`config.mk`:
```
export PLATFORM = sky130hd
export DESIGN_NAME = fetch_unit
export DESIGN_NICKNAME = d
export VERILOG_FILES = /design/src/rtl/fetch_unit.sv
export SDC_FILE = /design/constraint.sdc
export NUM_CORES = 1
export LEC_CHECK = 0
export CORE_MARGIN = 10
export CORE_UTILIZATION = 52
export CTS_CLUSTER_DIAMETER = 120
export DETAILED_ROUTE_END_ITERATION = 8
export PLACE_DENSITY = 0.79
export SYNTH_ARGS = -nofsm -noshare
export SYNTH_HDL_FRONTEND = slang
export SYNTH_SLANG_ARGS = --single-unit
```
`constraint.sdc`:
```
create_clock -name clk -period 6 [get_ports clk]
set_input_delay 1.8 -clock clk [delete_from_list [all_inputs] [get_ports clk]]
set_output_delay 1.8 -clock clk [all_outputs]
set_load 0.005 [all_outputs]
```
`src/rtl/fetch_unit.sv`:
```
// Instruction fetch stage: owns the PC, issues in-order imem word requests under a
// credit limit, and buffers returned words for decode with redirect flushing.
module fetch_unit #(
  parameter logic [31:0] RESET_PC = 32'h0000_0000,
  parameter int          DEPTH    = 2
) (
  input  logic        clk,
  input  logic        rst,
  output logic        imem_req_valid,
  input  logic        imem_req_ready,
  output logic [31:0] imem_req_addr,
  input  logic        imem_rsp_valid,
  input  logic [31:0] imem_rsp_data,
  input  logic        redirect_valid,
  input  logic [31:0] redirect_pc,
  output logic        instr_valid,
  input  logic        instr_ready,
  output logic [31:0] instr,
  output logic [31:0] instr_pc,
  output logic [6:0]  instr_op,
  output logic [2:0]  instr_funct3,
  output logic        instr_funct7_5,
  output logic        fetch_fault
);
  localparam int AW = (DEPTH > 1) ? $clog2(DEPTH) : 1;
  localparam int CW = $clog2(DEPTH) + 1;
  localparam logic [CW-1:0] FULL = CW'(DEPTH);

  typedef enum logic [1:0] {S_RESET, S_RUN, S_FAULT} state_t;

  state_t        state;
  logic [31:0]   fetch_pc;
  logic [CW-1:0] outstanding;
  logic [CW-1:0] drop;
  logic [CW-1:0] fifo_count;
  logic [AW-1:0] fifo_head, fifo_tail;
  logic [AW-1:0] tag_head, tag_tail;
  logic [31:0]   instr_mem [DEPTH];
  logic [31:0]   pc_mem    [DEPTH];
  logic [31:0]   tag_mem   [DEPTH];

  logic          req_fire, rsp_take, rsp_keep, pop;
  logic [CW:0]   inflight;

  // Responses with nothing outstanding (e.g. stragglers from before a reset) are ignored.
  assign rsp_take = imem_rsp_valid && (outstanding != '0);
  assign rsp_keep = rsp_take && (drop == '0) && !redirect_valid;
  assign inflight = {1'b0, outstanding} + {1'b0, fifo_count};

  assign imem_req_valid = (state == S_RUN) && (inflight < {1'b0, FULL}) && !redirect_valid;
  assign imem_req_addr  = fetch_pc;
  assign req_fire       = imem_req_valid && imem_req_ready;

  assign instr_valid = (fifo_count != '0) && !redirect_valid && (state != S_FAULT);
  assign pop         = instr_valid && instr_ready;
  assign fetch_fault = (state == S_FAULT);

  assign instr          = (fifo_count != '0) ? instr_mem[fifo_head] : '0;
  assign instr_pc       = (fifo_count != '0) ? pc_mem[fifo_head]    : '0;
  assign instr_op       = instr[6:0];
  assign instr_funct3   = instr[14:12];
  assign instr_funct7_5 = instr[30];

  always_ff @(posedge clk) begin
    if (rst) begin
      state       <= S_RESET;
      fetch_pc    <= RESET_PC;
      outstanding <= '0;
      drop        <= '0;
      fifo_count  <= '0;
      fifo_head   <= '0;
      fifo_tail   <= '0;
      tag_head    <= '0;
      tag_tail    <= '0;
    end else begin
      case (state)
        S_RESET: state <= S_RUN;
        S_RUN:   if (redirect_valid && (redirect_pc[1:0] != 2'b00)) state <= S_FAULT;
        S_FAULT: if (redirect_valid && (redirect_pc[1:0] == 2'b00)) state <= S_RUN;
        default: state <= S_RESET;
      endcase

      outstanding <= outstanding + CW'(req_fire) - CW'(rsp_take);
      if (req_fire) tag_tail <= tag_tail + 1'b1;
      if (rsp_take) tag_head <= tag_head + 1'b1;

      // A redirect marks every still-outstanding request stale and empties the buffer.
      if (redirect_valid) begin
        fetch_pc   <= redirect_pc;
        drop       <= outstanding - CW'(rsp_take);
        fifo_count <= '0;
        fifo_head  <= fifo_tail;
      end else begin
        if (req_fire) fetch_pc <= fetch_pc + 32'd4;
        if (rsp_take && (drop != '0)) drop <= drop - 1'b1;
        fifo_count <= fifo_count + CW'(rsp_keep) - CW'(pop);
        if (rsp_keep) fifo_tail <= fifo_tail + 1'b1;
        if (pop)      fifo_head <= fifo_head + 1'b1;
      end
    end
  end

  always_ff @(posedge clk) begin
    if (req_fire) tag_mem[tag_tail] <= fetch_pc;
    if (rsp_keep) begin
      instr_mem[fifo_tail] <= imem_rsp_data;
      pc_mem[fifo_tail]    <= tag_mem[tag_head];
    end
  end

  // The credit limit on requests must make overflow impossible.
  assert property (@(posedge clk) disable iff (rst) !(rsp_keep && (fifo_count == FULL)));

endmodule

```
==> Yosys cells after proc, flatten, opt, wreduce, memory -nomap -nowiden <==
Memories as Yosys holds them, arrays and structs flattened. A register that Yosys moved wholly into a read port is not among the register bits.
Cells that the tools add are included.
{ "totals": {"out_inout_bits": 110, "in_bits": 70, "ramBits": 192, "n_memories": 3, "reg_bits": 44} }
{ "memory_table": {"columns": ["memory", "depth", "word_bits", "rd", "rd_ports_with_merged_regs", "wr", "line_no", "text"], "rows": [
  ["instr_mem", 2, 32, 1, 1, 1, "38", "logic [31:0] instr_mem [DEPTH];"],
  ["pc_mem", 2, 32, 1, 1, 1, "39", "logic [31:0] pc_mem [DEPTH];"],
  ["tag_mem", 2, 32, 1, 1, 1, "40", "logic [31:0] tag_mem [DEPTH];"]
]} }
{ "classes": {"n_eq_ne": 5, "n_lt_le_gt_ge": 1, "n_reduce_logical": 26, "bitwise": 1, "n_addsub": 12, "n_mux": 21} }
{ "ops": {"columns": ["operator", "n"], "rows": [
  ["two-way mux 32 bit", 4],
  ["adder 32 x 3 -> 32 bit, second input constant", 1],
  ["nonzero test 2 bit", 7],
  ["logical AND 1 bit", 12],
  ["two-way mux 1 bit", 12],
  ["two-way mux 2 bit", 4],
  ["zero test 2 bit", 3],
  ["case mux 2 bit (3 select lines)", 1],
  ["subtractor 2 x 1 -> 2 bit", 3],
  ["adder 1 bit, second input constant", 4],
  ["adder 2 x 1 -> 2 bit", 2],
  ["inequality test 2 x 1 -> 1 bit, second input constant", 2],
  ["AND reduction 2 bit", 2],
  ["adder 2 x 2 -> 3 bit", 1],
  ["< comparator 3 x 2 -> 1 bit, second input constant", 1],
  ["equality test 2 x 1 -> 1 bit, second input constant", 1],
  ["equality test 2 bit, second input constant", 1],
  ["inequality test 2 bit, second input constant", 1],
  ["OR reduction 2 bit", 1],
  ["subtractor 2 x 1 -> 2 bit, second input constant", 1],
  ["zero test 1 bit", 1],
  ["NOT 1 bit", 1]
]} }

==> Depth between registers and ports, before layout <==
Gate-level depths: netlist of the first run.
{ "logic_depth": {"word_depth": 8, "depth_mapped": 12, "depth_no_buf": 11} }

==> Least setup slack after synthesis of the first run <==
OpenSTA, ideal clock, no wires.
{ "synth_path": {"kind": "input to register", "from": "input port imem_rsp_valid", "to": "memory instr_mem[0][0], enable pin", "required_time_ps": 5513, "t_arrival_ps": 4987, "path_stages": 5, "n_path_buf": 0, "slack_ps": 526, "cell_sequence": "o21ai_0 -> inv_1 -> and3_1 -> inv_1 -> nor2_1"} }
{ "synth_between": {"elab_chain_len": 5} }
{ "synth_lines": {"columns": ["item", "line_no", "text"], "rows": [
  ["from (decl)", "12", "input logic imem_rsp_valid,"],
  ["logical AND 1 bit", "46", "assign rsp_take = imem_rsp_valid && (outstanding != '0);"],
  ["named net rsp_take", "42", "logic req_fire, rsp_take, rsp_keep, pop;"],
  ["logical AND 1 bit (2 in a row)", "47", "assign rsp_keep = rsp_take && (drop == '0) && !redirect_valid;"],
  ["two-way mux 1 bit", "105", "if (rsp_keep) begin"],
  ["two-way mux 1 bit (implied by the code)", "106", "instr_mem[fifo_tail] <= imem_rsp_data;"],
  ["to (decl)", "38", null]
]} }
The timed path passes the listed nets, and every way through them passes these cells.

==> Worst setup path in the final report of the first run <==
{ "layout_path": {"from": "input port redirect_valid", "to": "output port imem_req_valid"} }
{ "layout_between": {"elab_chain_len": 2} }
{ "layout_lines": {"columns": ["item", "line_no", "text"], "rows": [
  ["from (decl)", "14", "input logic redirect_valid,"],
  ["zero test 1 bit", "50", "assign imem_req_valid = (state == S_RUN) && (inflight < {1'b0, FULL}) && !redirect_valid;"],
  ["logical AND 1 bit", "50", null],
  ["to (decl)", "9", "output logic imem_req_valid,"]
]} }
No other way between the ends.

==> impl_results.rst, run 1 <==
.. list-table::
   :header-rows: 1

   * - Metric
     - Value
   * - Outcome
     - complete, no violations
   * - Routed WL per cell
     - 19.6 um
   * - Pleak
     - 0.00410 uW
   * - Netlist cell types
     - slightly below 60
   * - Setup TNS
     - 0 ps
   * - Clock latency at the later pin of the worst-skew pair
     - 500 ps
   * - Largest net degree at the start of global routing
     - 65
   * - Core Footprint
     - about 19000 um^2
   * - Internal power
     - 3000 uW
   * - Vias in the first global route
     - between 6000 and 7000
   * - Die ar.
     - 24700 um^2
   * - Syn. warnings
     - 0
   * - Syn Area/Cell
     - 14.0 um^2
   * - DRC
     - 0
   * - Most frequent cell after synthesis
     - sky130_fd_sc_hd__edfxtp_1
   * - Sequential group share of total power
     - around half
   * - Iteration-0 DRC Markers
     - 483
   * - Root buf cell
     - sky130_fd_sc_hd__clkbuf_16
   * - DPL Wire Length
     - roughly 15 mm
   * - Relative slew slack
     - 7.49%
   * - Post-Synthesis Cell Area
     - just under 10000 um^2
   * - Setup crit start kind
     - input pin
   * - Number of buffer and inverter instances along the worst setup path
     - 3
   * - Number of hold-repair buffers added at the cts stage
     - 0
   * - Worst Tran Pin Value
     - 1390 ps
   * - Most area-consuming cells after synthesis
     - sky130_fd_sc_hd__edfxtp_1 (59%), sky130_fd_sc_hd__dfxtp_1 (9.4%), sky130_fd_sc_hd__mux2i_1 (6.8%)
   * - Top cell by count, worst path
     - sky130_fd_sc_hd__clkdlybuf4s50_1
   * - Post-route cell area
     - approximately 13000 um^2
   * - Global-route wire length before repair
     - 33.7 mm
   * - Clock power frac
     - ~37%
   * - Number of sinks on the clock net
     - roughly 240
   * - Required time reported for the critical path endpoint
     - ~4200 ps
   * - Library cell occupying the most area in the post-synthesis netlist
     - sky130_fd_sc_hd__edfxtp_1
   * - FMAX
     - between 200 and 250 MHz
   * - Mean number of vias per cell
     - between 5 and 6
   * - Critical-path maximum fanout
     - 8
   * - Net switching component of the power
     - between 800 and 900 uW
   * - Vertical die dimension
     - 157 um
   * - Total setup violations reported at the end of the flow
     - 0
   * - RD Place Congestion
     - around 0.84
   * - Placement Setup Slack
     - between 1000 and 1500 ps
   * - Synth top cells by count
     - sky130_fd_sc_hd__edfxtp_1 (192), sky130_fd_sc_hd__nor2_1 (100), sky130_fd_sc_hd__mux2i_1 (67), sky130_fd_sc_hd__dfxtp_1 (46), sky130_fd_sc_hd__mux2_2 (32)
   * - Cell Count, Final, Fillers Out
     - approximately 1100
   * - Initial antenna violation count
     - 0
   * - Number of input and output port buffers inserted
     - roughly 180
   * - Cell class contributing the biggest share of worst-path delay
     - buffers and inverters
   * - Number of post-CTS setup repair buffers
     - 0
   * - I/O pin count
     - 180
   * - Net Count, Synth
     - between 700 and 800
   * - Tcrit/Tclk final
     - 83.3%
   * - Top flip-flop cell by instance count after synthesis
     - sky130_fd_sc_hd__edfxtp_1
   * - Total routing resource utilization after global routing
     - roughly 17%
   * - Final Critical Period
     - 5000 ps
   * - Number of flops mapped to enable cells by yosys
     - around 190
   * - Combinational group share of total power
     - 11.6%
   * - Layout Nets
     - between 900 and 1000
   * - Delay contributed by the slowest stage of the critical path
     - roughly 660 ps
   * - Global route overflow
     - 0
   * - Maximum count of clock buffers along a single path
     - 3
   * - Area share of the largest cell type after synthesis
     - 58.8%
   * - Class of the most critical hold timing path
     - register to register
   * - Hold slack final
     - approximately 500 ps
   * - Layout filler cell count
     - around 1300
   * - FP Rows
     - 50
   * - Number of hold violations in the final report
     - 0
   * - Clock Skews
     - ~7.2 ps
   * - DR pass1 iterations
     - 5
   * - Signal arrival time at the worst endpoint
     - 3200 ps
   * - Detail Route Antenna Nets
     - 0
   * - Post-synthesis sequential element count
     - roughly 240
   * - H-tree Lvls
     - 1
   * - Share of async-settable or async-resettable flops after synthesis
     - 0%
   * - Areal power density over the cells
     - between 300 and 400 nW/um^2
   * - Synth-to-Final Area Change
     - 27.9%
   * - Critical Path Slowest Stage Cell
     - sky130_fd_sc_hd__clkdlybuf4s50_1
   * - Setup crit end kind
     - output port
   * - Post-CTS sizing
     - 0
   * - Number of max-capacitance violations reported
     - 0
   * - Switching share of power
     - between 20% and 30%
   * - Clock transition at the registers of the reported paths
     - 60 ps
   * - Number of instances in the placed design
     - roughly 1100
   * - Initial Util
     - between 50% and 60%
   * - Sequential cell area fraction in the yosys report
     - between 60% and 70%
   * - Routed wire length
     - 21.9 mm
   * - Gate count after technology mapping
     - between 700 and 800
   * - Fraction of layout cells with a size suffix above 1
     - between 10% and 20%
   * - Inserted Clock Buffers
     - 24
   * - Largest vdd supply drop
     - roughly 0.19 mV
   * - Worst-case setup margin in the final layout
     - roughly 1000 ps
   * - Cell breakdown of the critical path
     - clkdlybuf4s50_1 -> clkinv_1 -> and2_1 -> clkdlybuf4s50_1
   * - Diodes inserted
     - 0
   * - Post-placement cell area
     - roughly 12000 um^2
   * - TritonCTS clock tree
     - yes
   * - Detailed-route via count
     - between 6000 and 7000
   * - Unrepaired setup endpoints after global routing
     - no
   * - Width of the die
     - 157 um
   * - Final-report max-slew violation count
     - 0
   * - Start-to-end type of the worst setup path
     - input pin to output port
## final cells by class
class	instances	area (um^2)	area share, %
repair buffers	188	1870	14.9
multi-input cells	403	2860	22.8
clock buffers	38	714	5.70
well taps	234	293	2.34
clock inverters	6	61.3	0.489
flip-flops and latches	238	6690	53.4
inverters	13	48.8	0.389
## power by group through the flow
| stage | combinational (uW) | clock (uW) | sequential (uW) |
|---|---|---|---|
| after floorplan | 284 | 0 | 1980 |
| after global placement | 439 | 0 | 2010 |
| after detailed placement | 453 | 0 | 2020 |
| after CTS | 456 | 1470 | 1980 |
| after global routing | 494 | 1530 | 1990 |
| final | 449 | 1440 | 1980 |
## cells in the final DEF (no fill, tap or decap), drive strengths merged, types with 15 or more instances in the layout
master         netlist  final
edfxtp             192    192
mux2                32     32
clkbuf              14     38
nand4               17     17
dfxtp               46     46
mux2i               67     67
nand2               22     22
nor2               100    100
a31oi               16     16
xor2                15     15
a21oi               20     20
clkdlybuf4s50        0    179
## per-layer routing
| metal | vias up | wire length (um) | global-route usage, % |
|---|---|---|---|
| li1 | 2952 | - | - |
| met1 | 3006 | 9160 | 22.1 |
| met2 | 250 | 10500 | 28.6 |
| met3 | 28 | 1930 | 4.34 |
| met4 | 0 | 302 | 3.56 |
| met5 | - | 0 | 0 |
## kinds of logic (layout without fill, tap and decap cells)
group / Yosys count / in the layout / synth area share, %
multiplexers: 99 / 99 / 10.5
flip-flops: 238 / 238 / 68.2
buffers and inverters: 60 / 245 / 2.87
AO/OA/AOI/OAI: 78 / 78 / 5.11
AND/OR/NAND/NOR: 198 / 198 / 10.4
XOR/XNOR: 20 / 20 / 1.79
adder cells (fa/ha/maj): 8 / 8 / 1.10
## final timing paths
check	depth (start not counted)	end	slack (ps)	from
worst max-delay path	4	imem_req_valid	1000	redirect_valid
worst min register to register	0	tag_mem[1][1]	500	imem_req_addr[1]
worst min-delay path	0	tag_mem[1][1]	500	imem_req_addr[1]
worst max register to register	6	tag_mem[0][28]	2680	fifo_count[0]
## state kept, by name (all words and copies together), names as in the netlist, 2 cells and up, named ones only
signal         cells
drop               2
fifo_count         2
imem_req_addr     32
instr_mem         64
outstanding        2
pc_mem            64
state              2
tag_mem           64
## stage by stage
step,utilization [%],total power (uW)
after floorplan,-,2270
after global placement,63.1,2450
after detailed placement,63.1,2470
after CTS,67.3,3910
after global routing,67.3,4020
final,67.3,3870
(Power assumes the default switching activity.)
==> inputs of run 2 (changes only) <==
==> constraint.sdc (replaced) <==
create_clock -name clk -period 5.22 [get_ports clk]
set_input_delay 1.566 -clock clk [delete_from_list [all_inputs] [get_ports clk]]
set_output_delay 1.566 -clock clk [all_outputs]
set_load 0.005 [all_outputs]
==> run 2 against run 1 <==
  * Non-clock buffer count grew 2
  * Die area did not move
  * Combinational power rose by 16%
  * Sequential power is 15% higher
  * Power is 13% higher
  * Highest routed layer unchanged
  * Utilization about the same
  * Critical path type unchanged
  * Count of clock-buffer cells in the layout down 2
  * Via count rose by 0.48%
  * Wire length is 0.33% higher
==> impl_results.rst, run 2 (synthesis gave the netlist of run 1 again) <==
.. list-table::
   :header-rows: 1

   * - Metric
     - Value
   * - Outcome
     - complete, no violations
   * - Worst Tran Pin Value
     - 960 ps
   * - Required time reported for the critical path endpoint
     - 3650 ps
   * - Clock Skews
     - 10.0 ps
   * - Global route overflow
     - 0
   * - Number of sinks on the clock net
     - between 200 and 250
   * - Areal power density over the cells
     - roughly 350 nW/um^2
   * - Unrepaired setup endpoints after global routing
     - no
   * - FP Rows
     - 50
   * - Width of the die
     - 157 um
   * - TritonCTS clock tree
     - yes
   * - Routed wire length
     - 22.0 mm
   * - Detailed-route via count
     - 6266
   * - Vertical die dimension
     - around 160 um
   * - Setup crit end kind
     - output port
   * - RD Place Congestion
     - between 0.8 and 0.9
   * - Total setup violations reported at the end of the flow
     - 0
   * - Number of max-capacitance violations reported
     - 0
   * - Number of hold violations in the final report
     - 0
   * - Fraction of layout cells with a size suffix above 1
     - about a tenth
   * - Switching share of power
     - a little under a quarter
   * - Pleak
     - a little over 0.004 uW
   * - Clock transition at the registers of the reported paths
     - 60 ps
   * - I/O pin count
     - between 150 and 200
   * - Cell Count, Final, Fillers Out
     - ~1100
   * - Root buf cell
     - sky130_fd_sc_hd__clkbuf_16
   * - Setup TNS
     - 0 ps
   * - FMAX
     - ~230 MHz
   * - Initial Util
     - a little over half
   * - Net switching component of the power
     - roughly 1000 uW
   * - Total routing resource utilization after global routing
     - approximately 17%
   * - Post-route cell area
     - ~13000 um^2
   * - Largest vdd supply drop
     - about 0.21 mV
   * - Synth-to-Final Area Change
     - 27.9%
   * - Number of input and output port buffers inserted
     - roughly 180
   * - Number of hold-repair buffers added at the cts stage
     - 0
   * - Vias in the first global route
     - a little over 6000
   * - Class of the most critical hold timing path
     - register to register
   * - Critical-path maximum fanout
     - 3
   * - Placement Setup Slack
     - around 900 ps
   * - Number of instances in the placed design
     - roughly 1100
   * - Routed WL per cell
     - between 15 and 20 um
   * - DRC
     - 0
   * - Clock power frac
     - between 30% and 40%
   * - Relative slew slack
     - a little over a third
   * - Top library cells by usage in the layout, fill and taps aside
     - sky130_fd_sc_hd__edfxtp_1 (192), sky130_fd_sc_hd__clkdlybuf4s50_1 (179), sky130_fd_sc_hd__nor2_1 (97)
   * - Final-report max-slew violation count
     - 0
   * - Mean number of vias per cell
     - 5.58
   * - Maximum count of clock buffers along a single path
     - 3
   * - DR pass1 iterations
     - 7
   * - Worst-case setup margin in the final layout
     - a little over 900 ps
   * - Global-route wire length before repair
     - around 34 mm
   * - Internal power
     - 3390 uW
   * - Detail Route Antenna Nets
     - 0
   * - Largest registers ranked by flip-flop count
     - instr_mem x64, pc_mem x64, tag_mem x64
   * - Initial antenna violation count
     - 0
   * - Die ar.
     - approximately 25000 um^2
   * - Tcrit/Tclk final
     - 82.5%
   * - H-tree Lvls
     - 1
   * - Post-CTS sizing
     - 0
   * - Combinational group share of total power
     - a little under an eighth
   * - Iteration-0 DRC Markers
     - approximately 460
   * - Final Critical Period
     - around 4300 ps
   * - Largest net degree at the start of global routing
     - 65
   * - Signal arrival time at the worst endpoint
     - approximately 2700 ps
   * - Setup crit start kind
     - input pin
   * - Post-placement cell area
     - 11800 um^2
   * - Inserted Clock Buffers
     - 24
   * - Start-to-end type of the worst setup path
     - input pin to output port
   * - Most common cell after layout, fill and taps aside
     - sky130_fd_sc_hd__edfxtp_1
   * - Layout Nets
     - 948
   * - Core Footprint
     - about 19000 um^2
   * - Sequential group share of total power
     - about half
   * - Clock latency at the later pin of the worst-skew pair
     - between 500 and 600 ps
   * - Diodes inserted
     - 0
   * - DPL Wire Length
     - around 15 mm
   * - Number of post-CTS setup repair buffers
     - 0
[run 2: cell count changes in the layout (fill, tap and decap cells not counted), sizes merged]
cell | previous run | this run
clkinv | 5 | 9
buf | 9 | 11
clkbuf | 38 | 36
bufinv | 1 | 0
clkinvlp | 1 | 0
[run 2: worst paths after layout]
path                          from        endpoint  slack (ps)  depth (start not counted)
setup / recovery    redirect_valid  imem_req_valid         910                          4
hold / removal    imem_req_addr[1]   tag_mem[0][1]         500                          0
setup reg to reg     fifo_count[0]  tag_mem[0][23]        2100                          6
hold reg to reg   imem_req_addr[1]   tag_mem[0][1]         500                          0
[run 2: metal layers]
layer	track usage, %	vias up	wire (um)
li1	-	2956	-
met1	22.0	3016	9240
met2	28.6	259	10600
met3	4.18	35	1760
met4	4.27	0	391
met5	0	-	0
[run 2: per-stage QoR]
| step | utilization (%) | total power, uW | hold slack, ps |
|---|---|---|---|
| after floorplan | - | 2600 | 470 |
| after global placement | 63.2 | 2820 | 489 |
| after detailed placement | 63.2 | 2840 | 484 |
| after CTS | 67.2 | 4420 | 502 |
| after global routing | 67.2 | 4570 | 522 |
| final | 67.2 | 4390 | 496 |
[run 2: critical path, cell delays in order]
cell and delay (ps):
sky130_fd_sc_hd__clkdlybuf4s50_1 500, sky130_fd_sc_hd__clkinv_1 90, sky130_fd_sc_hd__and2_1 140, sky130_fd_sc_hd__clkdlybuf4s50_1 440
[run 2: final cells by class]
cell class	instances	area [um^2]
sequential	238	6690
multi-input combinational	403	2860
clock inverter	8	36.3
clock buffer	36	707
fill	1352	6110
tap	234	293
inverter	13	48.8
timing repair buffer	190	1900
[run 2: power groups by stage]
stage | Combinational [uW] | Sequential [uW] | Clock [uW]
after floorplan | 327 | 2280 | 0
after global placement | 511 | 2310 | 0
after detailed placement | 523 | 2310 | 0
after CTS | 527 | 2280 | 1620
after global routing | 571 | 2290 | 1710
final | 520 | 2280 | 1590
==> inputs of run 3 (changes only) <==
==> constraint.sdc (replaced) <==
create_clock -name clk -period 4.3 [get_ports clk]
set_input_delay 1.29 -clock clk [delete_from_list [all_inputs] [get_ports clk]]
set_output_delay 1.29 -clock clk [all_outputs]
set_load 0.005 [all_outputs]
==> run 3 against run 2 <==
  * First-iteration DRC count shrank 11%
  * Utilization grew 0.49 points
  * Clock skew grew 9.1 ps
  * Die area is the same
  * Sequential power grew 21%
  * Clock power grew 30%
  * Cell count grew 0.27%
  * Count of clock-buffer cells in the layout shrank 3
  * Critical endpoint unchanged
  * Largest power group unchanged
==> impl_results.rst, run 3 (synthesis gave the netlist of run 1 again) <==
.. list-table::
   :header-rows: 1

   * - Metric
     - Value
   * - Fraction of layout cells with a size suffix above 1
     - between 10% and 20%
   * - Final-report max-slew violation count
     - 0
   * - Global-route wire length before repair
     - 33.3 mm
   * - Vertical die dimension
     - 157 um
   * - Unrepaired setup endpoints after global routing
     - no
   * - Clock latency at the later pin of the worst-skew pair
     - ~520 ps
   * - Die ar.
     - 24700 um^2
   * - Detailed-route via count
     - around 6300
   * - Total routing resource utilization after global routing
     - 17.0%
   * - Number of hold-repair buffers added at the cts stage
     - 0
   * - DR pass1 iterations
     - 7
   * - RD Place Congestion
     - ~0.88
   * - Routed wire length
     - 22.0 mm
   * - Inserted Clock Buffers
     - 24
   * - I/O pin count
     - 180
   * - Total power draw
     - between 5000 and 6000 uW
   * - Iteration-0 DRC Markers
     - a little over 400
   * - Layout Nets
     - about 950
   * - Diodes inserted
     - 0
   * - Setup TNS
     - 0 ps
   * - Relative slew slack
     - 34.4%
   * - Signal arrival time at the worst endpoint
     - roughly 2600 ps
   * - Width of the die
     - 157 um
   * - Register-to-register path setup slack
     - around 1300 ps
   * - Clock transition at the registers of the reported paths
     - 60 ps
   * - Number of input and output port buffers inserted
     - 179
   * - Routed WL per cell
     - ~20 um
   * - Vias in the first global route
     - approximately 6100
   * - Global route overflow
     - 0
   * - Root buf cell
     - sky130_fd_sc_hd__clkbuf_16
   * - Outcome
     - complete, no violations
   * - Total setup violations reported at the end of the flow
     - 0
   * - Number of hold violations in the final report
     - 0
   * - Clock Skews
     - approximately 19 ps
   * - Largest registers ranked by flip-flop count
     - instr_mem x64, pc_mem x64, tag_mem x64
   * - Synth-to-Final Area Change
     - 28.8%
   * - Number of max-capacitance violations reported
     - 0
   * - Initial antenna violation count
     - 0
   * - Layout filler cell count
     - between 1000 and 1500
   * - Largest vdd supply drop
     - 0.287 mV
   * - Pleak
     - approximately 0.0042 uW
   * - Detail Route Antenna Nets
     - 0
   * - Setup crit end kind
     - output port
   * - Number of post-CTS setup repair buffers
     - 0
   * - Final Critical Period
     - a little under 4000 ps
   * - Critical-path maximum fanout
     - 5
   * - Mean number of vias per cell
     - 5.60
   * - Start-to-end type of the worst setup path
     - register to output port
   * - Required time reported for the critical path endpoint
     - 3010 ps
   * - FMAX
     - 259 MHz
   * - Areal power density over the cells
     - around 430 nW/um^2
   * - Most common cell after layout, fill and taps aside
     - sky130_fd_sc_hd__edfxtp_1
   * - Top library cells by usage in the layout, fill and taps aside
     - sky130_fd_sc_hd__edfxtp_1 (192), sky130_fd_sc_hd__clkdlybuf4s50_1 (179), sky130_fd_sc_hd__nor2_1 (97)
   * - Maximum count of clock buffers along a single path
     - 3
   * - Number of sinks on the clock net
     - about 240
   * - FP Rows
     - 50
   * - Initial Util
     - between 50% and 60%
   * - Setup crit start kind
     - register
   * - Post-CTS sizing
     - 0
   * - TritonCTS clock tree
     - yes
   * - Largest net degree at the start of global routing
     - 66
   * - DRC
     - 0
   * - H-tree Lvls
     - 1
   * - Worst Tran Pin Value
     - 981 ps
   * - Class of the most critical hold timing path
     - register to register
   * - Core Footprint
     - 18600 um^2
   * - Tcrit/Tclk final
     - between 80% and 90%
   * - DPL Wire Length
     - around 15 mm
[run 3: cell count changes in the layout (fill, tap and decap cells not counted), sizes merged]
cell    before  now
bufinv       0    2
clkbuf      36   33
clkinv       9   10
buf         11   14
[run 3: layer usage]
metal  part of all wire, %  up-vias  global-route usage (%)
met4                   2.2        0                    5.48
li1                      -     2964                       -
met5                     0        -                       0
met1                    41     3042                    21.4
met2                    49      258                    28.4
met3                   8.1       37                    3.98
[run 3: path summary, 6_finish.rpt]
check	from	to	cells past startpoint
setup reg to reg	fifo_count[0]	outstanding[1]	12
setup / recovery	fifo_count[0]	imem_req_valid	5
hold reg to reg	tag_head	tag_head	2
hold / removal	tag_head	tag_head	2
[run 3: final cells by class]
type | count | area [um^2] | area share (%)
well taps | 234 | 293 | 2.32
repair buffers | 193 | 1930 | 15.3
inverters | 13 | 48.8 | 0.387
flip-flops and latches | 238 | 6690 | 53.0
multi-input cells | 403 | 2860 | 22.6
clock buffers | 33 | 697 | 5.52
clock inverters | 11 | 103 | 0.813
[run 3: through the flow]
| step | setup WS (ps) | hold slack [ps] | instance area (um^2) | utilization (%) | instances |
|---|---|---|---|---|---|
| after floorplan | 426 | 470 | 9800 | - | 701 |
| after global placement | 562 | 480 | 11800 | 63.4 | 1081 |
| after detailed placement | 493 | 497 | 11800 | 63.4 | 1081 |
| after CTS | 417 | 516 | 12600 | 67.7 | 1125 |
| after global routing | 342 | 539 | 12600 | 67.7 | 1125 |
| final | 434 | 515 | 12600 | 67.7 | 1125 |
[run 3: report_power, final]
group,total (uW),internal [uW],switching (uW)
logic,640,332,308
clock network,2070,1250,820
registers,2760,2660,103
total,5470,4240,1230
[run 3: critical path, stage by stage, from the launching register on]
cell and delay, ps:
sky130_fd_sc_hd__dfxtp_1 400, sky130_fd_sc_hd__and2_1 160, sky130_fd_sc_hd__fa_1 450, sky130_fd_sc_hd__nor4b_4 370
sky130_fd_sc_hd__and2_1 180, sky130_fd_sc_hd__clkdlybuf4s50_1 500
